**config.mk**
```make
export PLATFORM = sky130hd
export DESIGN_NAME = jk_bank_ctrl
export DESIGN_NICKNAME = d
export VERILOG_FILES = /design/src/rtl/jk_bank_ctrl.sv
export SDC_FILE = /design/constraint.sdc
export NUM_CORES = 1
export LEC_CHECK = 0
export ABC_CLOCK_PERIOD_IN_PS = 2800
export CORE_MARGIN = 3
export CORE_UTILIZATION = 35
export DETAILED_ROUTE_END_ITERATION = 16
export PLACE_DENSITY = 0.56
export SYNTH_ARGS = -nofsm -noshare
export SYNTH_HDL_FRONTEND = slang
export SYNTH_SLANG_ARGS = --single-unit
```
**constraint.sdc**
```tcl
create_clock -name clk -period 2.8 [get_ports clk]
set_clock_uncertainty 0.05 [all_clocks]
set_input_delay 0.56 -clock clk [delete_from_list [all_inputs] [get_ports clk]]
set_output_delay 0.56 -clock clk [all_outputs]
set_load 0.01 [all_outputs]
```
**src/rtl/jk_bank_ctrl.sv**
```systemverilog
// Command-driven sequencer for a bank of JK flip-flops: converts SR/T/D style
// commands (single-cycle or repeated) into per-bit J/K drive for the internal bank.
module jk_bank_ctrl #(
  parameter int WIDTH = 4,
  parameter int CNT_W = 8
) (
  input  logic             clk,
  input  logic             rst,
  input  logic             cmd_valid,
  output logic             cmd_ready,
  input  logic [2:0]       cmd_op,
  input  logic [WIDTH-1:0] cmd_data,
  input  logic [CNT_W-1:0] cmd_len,
  output logic [WIDTH-1:0] j,
  output logic [WIDTH-1:0] k,
  output logic [WIDTH-1:0] q,
  output logic             busy,
  output logic             done,
  output logic             err
);

  typedef enum logic [1:0] {
    S_IDLE,
    S_EXEC,
    S_RUN,
    S_DONE
  } state_t;

  state_t           r_state;
  state_t           w_next;
  logic [2:0]       r_op;
  logic [WIDTH-1:0] r_data;
  logic [WIDTH-1:0] r_q;
  logic [CNT_W-1:0] r_rem;
  logic             r_err;

  logic             w_accept;
  logic             w_run_op;
  logic [WIDTH-1:0] w_t;
  logic             w_carry;
  logic [WIDTH-1:0] w_j;
  logic [WIDTH-1:0] w_k;

  assign cmd_ready = (r_state == S_IDLE) && !rst;
  assign w_accept  = cmd_valid && cmd_ready;
  assign w_run_op  = (cmd_op == 3'b101) || (cmd_op == 3'b110);

  // Counter toggle vector: bit i toggles when all lower bits are 1.
  always_comb begin
    w_t     = '0;
    w_carry = 1'b1;
    for (int unsigned i = 0; i < WIDTH; i++) begin
      w_t[i]  = w_carry;
      w_carry = w_carry & r_q[i];
    end
  end

  always_comb begin
    w_next = r_state;
    w_j    = '0;
    w_k    = '0;
    case (r_state)
      S_IDLE: begin
        if (w_accept) w_next = w_run_op ? S_RUN : S_EXEC;
      end
      S_EXEC: begin
        case (r_op)
          3'b001: w_j = r_data;
          3'b010: w_k = r_data;
          3'b011: begin
            w_j = r_data;
            w_k = r_data;
          end
          3'b100: begin
            w_j = r_data;
            w_k = ~r_data;
          end
          default: ;
        endcase
        w_next = S_DONE;
      end
      S_RUN: begin
        if (r_rem != '0) begin
          w_j = (r_op == 3'b101) ? w_t : r_data;
          w_k = w_j;
          if (r_rem == CNT_W'(1)) w_next = S_DONE;
        end else begin
          w_next = S_DONE;
        end
      end
      S_DONE:  w_next = S_IDLE;
      default: w_next = S_IDLE;
    endcase
  end

  always_ff @(posedge clk) begin
    if (rst) begin
      r_state <= S_IDLE;
      r_op    <= '0;
      r_data  <= '0;
      r_q     <= '0;
      r_rem   <= '0;
      r_err   <= 1'b0;
    end else begin
      r_state <= w_next;
      r_q     <= (w_j & ~r_q) | (~w_k & r_q);
      if (w_accept) begin
        r_op   <= cmd_op;
        r_data <= cmd_data;
        r_rem  <= cmd_len;
      end else if (r_state == S_RUN && r_rem != '0) begin
        r_rem <= r_rem - CNT_W'(1);
      end
      if (r_state == S_EXEC && r_op == 3'b111) r_err <= 1'b1;
    end
  end

  assign j    = rst ? '0 : w_j;
  assign k    = rst ? '0 : w_k;
  assign q    = r_q;
  assign busy = (r_state != S_IDLE);
  assign done = (r_state == S_DONE) && !rst;
  assign err  = r_err;

endmodule

```
======== Yosys cells after proc, flatten, opt, wreduce, memory -nomap -nowiden ========
Cells that the tools add are included.
word-level totals
  memories ................................ 0
  register bits after elaboration ......... 22
  ROM bits ................................ 0
  bits in latches ......................... 0
  output and inout bits ................... 16
  logic and storage cells ................. 58
  RAM bits ................................ 0
cells by class
  multiplexer cells ....................... 15
  reductions and logical operators ........ 14
  multipliers ............................. 0
  bitwise operators ....................... 8
  magnitude comparators ................... 0
  equal/unequal tests ..................... 14
  divide/modulo/power cells ............... 0
  $add $sub $neg .......................... 1
  shifts and indexed selects .............. 0
operator list
  kind                   number
  $pmux W4 S2            3
  $mux W4                5
  $mux W8                2
  $eq A3 B3 Y1 const B   5
  $not A4 Y4             3
  $and A4 B4 Y4          2
  $eq A8 B1 Y1 const B   1
  $mux W2                4
  $pmux W2 S4            1
  $reduce_bool A8 Y1     1
  $sub A8 B1 Y8 const B  1
  $eq A3 B2 Y1 const B   2
  $logic_and A1 B1 Y1    5
  $eq A2 B2 Y1 const B   2
  $or A4 B4 Y4           1
  $reduce_bool A2 Y1     2
  $eq A3 B1 Y1 const B   1
  $ne A3 B3 Y1 const B   1
  $reduce_or A3 Y1       1
  $and A1 B1 Y1          2
  $eq A2 B1 Y1 const B   1
  $logic_not A2 Y1       1
  $ne A2 B2 Y1 const B   1
  $reduce_and A2 Y1      1
  3 further kinds        3

======== Logic depth before layout (Yosys ltp) ========
  depth in word-level cells ............... 8
  gate-level depth with buffers ........... 7
  mapped depth without buffers ............ 6

======== Least setup slack after synthesis ========
No wires, ideal clock.
  kind .................................... reg2out
  from .................................... reg r_rem[0]
  to ...................................... out k[0]
  required time ........................... 2.190 ns
  arrival ................................. 1.734 ns
  path buffers ............................ 1
  setup slack ............................. 0.456 ns
  stages on the path, launching flop included .. 8
  cell sequence ........................... dfxtp_1 inv_1 ha_1 or4b_4 o21a_1 buf_2 a32oi_1 nor2_1
between the ends
  longest elaborated chain between the ends .. 4
RTL lines
  what                      line  source
  start: declaration        34    logic [CNT_W-1:0] r_rem;
  start signal: assignment  110   r_rem <= cmd_len;
  start signal: assignment  112   r_rem <= r_rem - CNT_W'(1);
  $reduce_bool A8 Y1        83    if (r_rem != '0) begin
  $mux W4                   83
  $pmux W4 S2               62    case (r_state)
  $mux W4                   119   assign k = rst ? '0 : w_k;
  end: declaration          15    output logic [WIDTH-1:0] k,
No other way between the ends.

======== Worst setup path after layout ========
  from .................................... reg r_rem[1]
  to ...................................... out k[3]
Same word-level chain as after synthesis.

==> impl_metrics.csv <==
group,metric,value,unit
hold_path,hold_class,"reg2reg",
route,wl,3.85,mm
route,drt_iter0_markers,45,
die,die_h,69.5,microns
critical_path,reg2reg_from,"r_rem[1]",
place,post-dp-hpwl,2.85,mm
route,via_per_inst,5.29,
clocking,clock_sinks,22,
route,ant_nets,0,
logic_synthesis,syn_nets,199,
logic_synthesis,async_flop_share,0,
pwr,p_clk_frac,0.173,
pwr,switching_share,0.397,
logic_synthesis,synthTopCellsByArea,"dfxtp_1 31%, ha_1 7.1%, nand2_1 4.8%",
place,placed_area,1850,sq um
finish,fin_util,0.533,
pwr,p_seq_frac,0.275,
logic_synthesis,yosys-top-cells-count,"22 x dfxtp_1, 18 x nand2_1, 13 x nor2_1",
clocking,cts_buffers,3,
route,wl_per_cell,14.7,microns
clocking,cts_tree,"yes",
critical_path,crit_required,2.19,ns
die,start_util,0.374,
place,globalplace.congestion,0.824,
pwr,combPwrFrac,0.552,
critical_path,cp-start-kind,"register",
place,place_inst,255,
logic_synthesis,seq_area_frac_synth,0.312,
die,die_area,4830,sq um
logic_synthesis,postSynthCellCount,173,
timing,hold_violations,0,
global_routing,grt_max_degree,19,
critical_path,crit_fanout,5,
route,num_vias,1387,
route,first_pass_iters,4,
finish,fillers,354,
critical_path,end_kind,"output pin",
logic_synthesis,syn_area_per_cell,8.16,sq um
run,maxCapViolations,0,
hold_path,min_from,"err",
pwr,p_leak,0.820,nW
logic_synthesis,synth_most_common_cell,"dfxtp_1",
die,row_count,22,
finish,fin_area,2010,sq um
timing,setup_viol,0,
pwr,intPower,1.04,mW
pwr,power_density,855,nW/um^2
logic_synthesis,synth.distinct_cells,48,
global_routing,track_usage,0.164,
clocking,clock-root-buffer,"clkbuf_8",
die,boundaryPins,34,
finish,nets,241,
die,die_x,69.5,microns
logic_synthesis,synth_top_area_cell,"dfxtp_1",
critical_path,path_cells,"inv_2, ha_4, or4b_4, buf_6, o21a_4, a22o_1, nor2b_1, buf_2",
logic_synthesis,syn_area,1410,sq um
timing,rsz0062_at_grt,"yes",
critical_path,worstPathArrival,2.14,ns
finish,layout-drive-gt1-share,0.178,
timing,post-route-period-util,0.981,
global_routing,grt_pass1_wl,6.50,mm
timing,period_minus_slack,2.75,ns
global_routing,grt_antenna_before_repair,0,
timing,tightest_slew,0.472,ns
critical_path,r2r-end,"r_rem[1]",
timing,maxSlewViolCount,0,
clocking,path_clk_slew,0.08,ns
hold_path,holdPathStages,2,
logic_synthesis,ys_seq_elements,22,
logic_synthesis,yosysTopAreaCellShare,0.312,
logic_synthesis,synthFlopType,"dfxtp_1",
critical_path,ff2ff_setup_slack,0.74,ns
status,outcome,"complete, no violations",
finish,area_growth,42.5,%
place,portBuffers,33,
critical_path,startpoint,"r_rem[1]",
clocking,htreeDepth,1,
finish,layout.cells.non_filler,262,
critical_path,slowest_delay,0.48,ns
pwr,ir_worst_vdd,0.000569,V
logic_synthesis,ys_warn_count,0,
clocking,clock_latency,0.26,ns
clocking,hold_buffers,0,
global_routing,grt-ovfl-total,0,
route,drc,0,
critical_path,reg2reg_depth,8,
finish,diodes,0,
critical_path,worst_path_max_delay_cell,"or4b_4",
critical_path,worstSetupPathType,"reg2out",
die,core-area,3770,sq um
logic_synthesis,synth_edf_count,0,
timing,max_freq,364,MHz
pwr,switchingPower,682,uW
hold_path,hold_end,"err",
timing,max_slew_margin,0.684,
clocking,clock_path_buffers,2,
global_routing,grt_pass1_vias,1430,
-- worst max-delay path by stage --
| stage | to | cells after the start |
|---|---|---|
| finish | k[3] | 8 |
| global route | k[3] | 8 |
| CTS | j[0] | 8 |
| detailed placement | k[3] | 7 |
| global placement | k[3] | 7 |
| floorplan | k[0] | 7 |
-- routing by layer --
layer / GRT usage / vias to the layer above / wire, microns
met5: 0 / - / 0
met4: 0.0651 / 0 / 62
met3: 0.0406 / 6 / 149
met2: 0.286 / 27 / 1880
met1: 0.192 / 645 / 1750
li1: - / 709 / -
-- critical path: cells and delay by family, from the launching register on --
| family | cells | cell delay, ns |
|---|---|---|
| flip-flops | 1 | 0.33 |
| buffers and inverters | 3 | 0.35 |
| AND/OR/NAND/NOR | 2 | 0.60 |
| AO/OA/AOI/OAI | 2 | 0.45 |
| adder cells (fa/ha/maj) | 1 | 0.13 |
-- layout make-up --
type	instances	area, sq um	area share
Multi-Input combinational cell	131	963	0.479
Sequential cell	22	442	0.220
Timing Repair Buffer	47	437	0.217
Tap cell	48	60.1	0.0299
Clock buffer	3	41.3	0.0205
Inverter	10	37.5	0.0187
Clock inverter	1	30.0	0.0149
-- metrics by stage --
stage               power [mW]  setup slack [ns]  hold slack [ns]   TNS, ns
global route              1.85           -0.0319            0.481   -0.0372
finish                    1.72            0.0543            0.440         0
CTS                       1.68          -0.00538            0.446  -0.00960
global placement          1.26            0.0603            0.421         0
detailed placement        1.28           0.00836            0.425         0
floorplan                 1.01             0.456            0.414         0
-- repair_timing --
item,in CTS,in global routing
hold endpoints to repair,0,0
gates cloned,1,0
buffers inserted,1,1
resized for setup,28,5
setup endpoints to repair,8,8
pin swaps,2,4
-- kinds of logic (layout without fill, tap and decap cells) --
group,after synthesis,after routing,synth area share
AND/OR/NAND/NOR,61,61,0.226
AO/OA/AOI/OAI,49,50,0.246
flip-flops,22,22,0.312
buffers and inverters,21,61,0.0621
adder cells (fa/ha/maj),8,8,0.0709
multiplexers,7,7,0.0514
XOR/XNOR,5,5,0.0310
-- cells in the final DEF, fill, tap and decap left out, types with 5 or more instances in the layout --
| cell type | Yosys | final |
|---|---|---|
| nand2_1 | 18 | 18 |
| inv_1 | 10 | 8 |
| mux2i_1 | 5 | 5 |
| clkdlybuf4s50_1 | 0 | 25 |
| dfxtp_1 | 22 | 21 |
| dlygate4sd2_1 | 0 | 5 |
| o21ai_0 | 12 | 12 |
| or3_1 | 6 | 6 |
| buf_4 | 0 | 12 |
| ha_1 | 8 | 7 |
| a21oi_1 | 5 | 5 |
| nor2_1 | 13 | 13 |
| nor2b_1 | 6 | 6 |
-- flip-flops by register name, indices dropped and copies added (netlist names) --
name	flops
err	1
q	4
r_data	4
r_op	3
r_rem	8
r_state	2
-- power by group through the flow --
stage	clock network [mW]	logic [mW]	registers (mW)
finish	0.298	0.949	0.472
global route	0.325	1.04	0.484
CTS	0.310	0.907	0.468
detailed placement	0	0.807	0.473
global placement	0	0.794	0.468
floorplan	0	0.542	0.464
No activity file was read; power rests on OpenSTA's default activity.
==> variant (config.mk and constraints unchanged) <==
Put one more register stage on the output `err`, with the module's reset. The value now appears one clock later. The other outputs are not delayed to match.
--- a/src/rtl/jk_bank_ctrl.sv
+++ b/src/rtl/jk_bank_ctrl.sv
@@ -120,7 +120,13 @@
   assign q    = r_q;
   assign busy = (r_state != S_IDLE);
   assign done = (r_state == S_DONE) && !rst;
-  assign err  = r_err;
+  always_ff @(posedge clk) begin
+    if (rst) begin
+      err <= '0;
+    end else begin
+      err <= r_err;
+    end
+  end
 
 endmodule
 
Check against the original RTL: not equivalent (a bounded check fails within 4 cycles, from zero or initial values and one cycle with rst high).
==> variant against the unedited design <==
Routed wire length fell by 0.49%. Sequential cell count is 1 higher. Area after synthesis grew 2.0%. Final area decreased by 1.6%. Total power fell by 7.8%. Setup slack improved by 0.0063 ns. Count of clock-buffer cells in the layout unchanged. Critical path type unchanged. Highest routed layer unchanged.
==> variant: results <==
[synthesis]
synth_compound_area_frac = 0.242
async_flop_share = 0
yosys-top-cells-area = "dfxtp_1 (32%), ha_1 (7.0%), nand2_1 (4.7%)"
synth_ff_type = "dfxtp_1"
syn_nets = 201
synth_mux_area_frac = 0.0504
ys_warn_count = 0
synth_xor_area_frac = 0.0304
ys_types = 49
synthAdderAreaFrac = 0.0696
synth_common_cells = "dfxtp_1 (23), nand2_1 (18), nor2_1 (13)"
yosysSeqAreaShare = 0.320

[clock_network]
cts_root_buffer = "clkbuf_8"
cts_buffer_depth = 2
cts_buffers = 3
cts_max_level = 1
clk_pin_slew_worst_paths_ns = 0.09
clk_latency_ns = 0.27

[final_layout]
antenna_cells = 0
drive_gt1_frac = 0.188
fill_cells = 394
regMostFlops = "r_rem"
largest_reg_flops = 8
nets = 245

[drt]
dr_wl_met3_um = 169
vias = 1431
wl_per_cell_um = 14.4
wl_met1_um = 1740
wl_met2_um = 1850
drcViolationCount = 0
drt_iter0_drc = 54
dr.max_layer_used = "met4"
dr.pass1.iters = 4

[setup_path]
critPathArrivalTime_ns = 2.13
cpPeakStageDelay_ns = 0.47
crit_slowest_cell = "or4b_4"
cp_max_fo = 7
rrSetupSlack_ns = 0.69

[global_route]
grt_max_degree = 20
grt_pass1_wl_um = 6220
antenna_found_initial = 0
grt_usage = 0.155

[pwr]
peakVddDrop_v = 0.000436
internal_power_mw = 0.932
leakagePower_nw = 0.807

[status]
status = "complete, no violations"

[min_path]
hold_path.class = "flop to flop"

[timing]
whs_ns = 0.429
period_share = 0.978
max_slew_margin = 0.682

[place]
post-dp-hpwl_um = 2880
gp_congestion = 0.794
port-buffer-count = 33
dp_slack_ns = 0.00395
-- variant: what timing repair did --
| item | in CTS | in global routing |
|---|---|---|
| endpoints found under the setup margin | 8 | 7 |
| endpoints found under the hold margin | 0 | 0 |
| resized for setup | 22 | 9 |
| pin swaps | 1 | 5 |
| buffers inserted | 1 | 3 |
-- variant: worst paths after layout --
path	startpoint	endpoint	depth (start not counted)
max	r_rem[1]$_SDFFE_PP0P_	k[0]	8
min	r_err$_SDFFE_PP0P_	err$_SDFF_PP0_	1
max reg2reg	r_rem[1]$_SDFFE_PP0P_	r_rem[1]$_SDFFE_PP0P_	8
min reg2reg	r_err$_SDFFE_PP0P_	err$_SDFF_PP0_	1
-- variant: stage by stage --
step / instances / util / setup TNS [ns] / total power, mW / cell area (um^2)
finish: 266 / 0.521 / 0 / 1.59 / 1980
global route: 266 / 0.521 / -0.0113 / 1.72 / 1980
CTS: 263 / 0.517 / -0.116 / 1.58 / 1960
detailed placement: 258 / 0.494 / 0 / 1.31 / 1880
global placement: 258 / 0.494 / 0 / 1.28 / 1880
floorplan: 175 / - / 0 / 1.02 / 1440
-- variant: area by class of cell --
type	count	share of cell area
tap	48	0.0303
clock buffer	3	0.0209
clock inverter	1	0.00253
inverter	10	0.0190
sequential	23	0.233
multi-input combinational	131	0.473
timing repair buffer	50	0.221
-- variant: critical path, delay by kind of cell, from the launching register on --
family / cells / cell delay [ns]
flip-flops: 1 / 0.33
buffers and inverters: 3 / 0.34
AO/OA/AOI/OAI: 2 / 0.49
AND/OR/NAND/NOR: 2 / 0.53
adder cells (fa/ha/maj): 1 / 0.17
-- variant: cell families (layout without fill, tap and decap cells) --
logic type | Yosys count | count (layout)
XOR/XNOR | 5 | 5
flip-flops | 23 | 23
multiplexers | 7 | 7
AO/OA/AOI/OAI | 49 | 49
adder cells (fa/ha/maj) | 8 | 8
buffers and inverters | 21 | 64
AND/OR/NAND/NOR | 62 | 62
-- variant: per-layer routing --
| layer | global-route usage | up-vias |
|---|---|---|
| met5 | 0 | - |
| met4 | 0.0426 | 0 |
| met3 | 0.0432 | 8 |
| met2 | 0.258 | 30 |
| met1 | 0.195 | 670 |
| li1 | - | 723 |
-- variant: power by group through the flow --
stage	Combinational [mW]	Clock, mW	Sequential, mW
4_1_cts	0.880	0.224	0.473
5_1_grt	0.998	0.237	0.486
3_5_place_dp	0.828	0	0.478
3_3_place_gp	0.804	0	0.474
6_report	0.898	0.212	0.475
2_1_floorplan	0.544	0	0.479
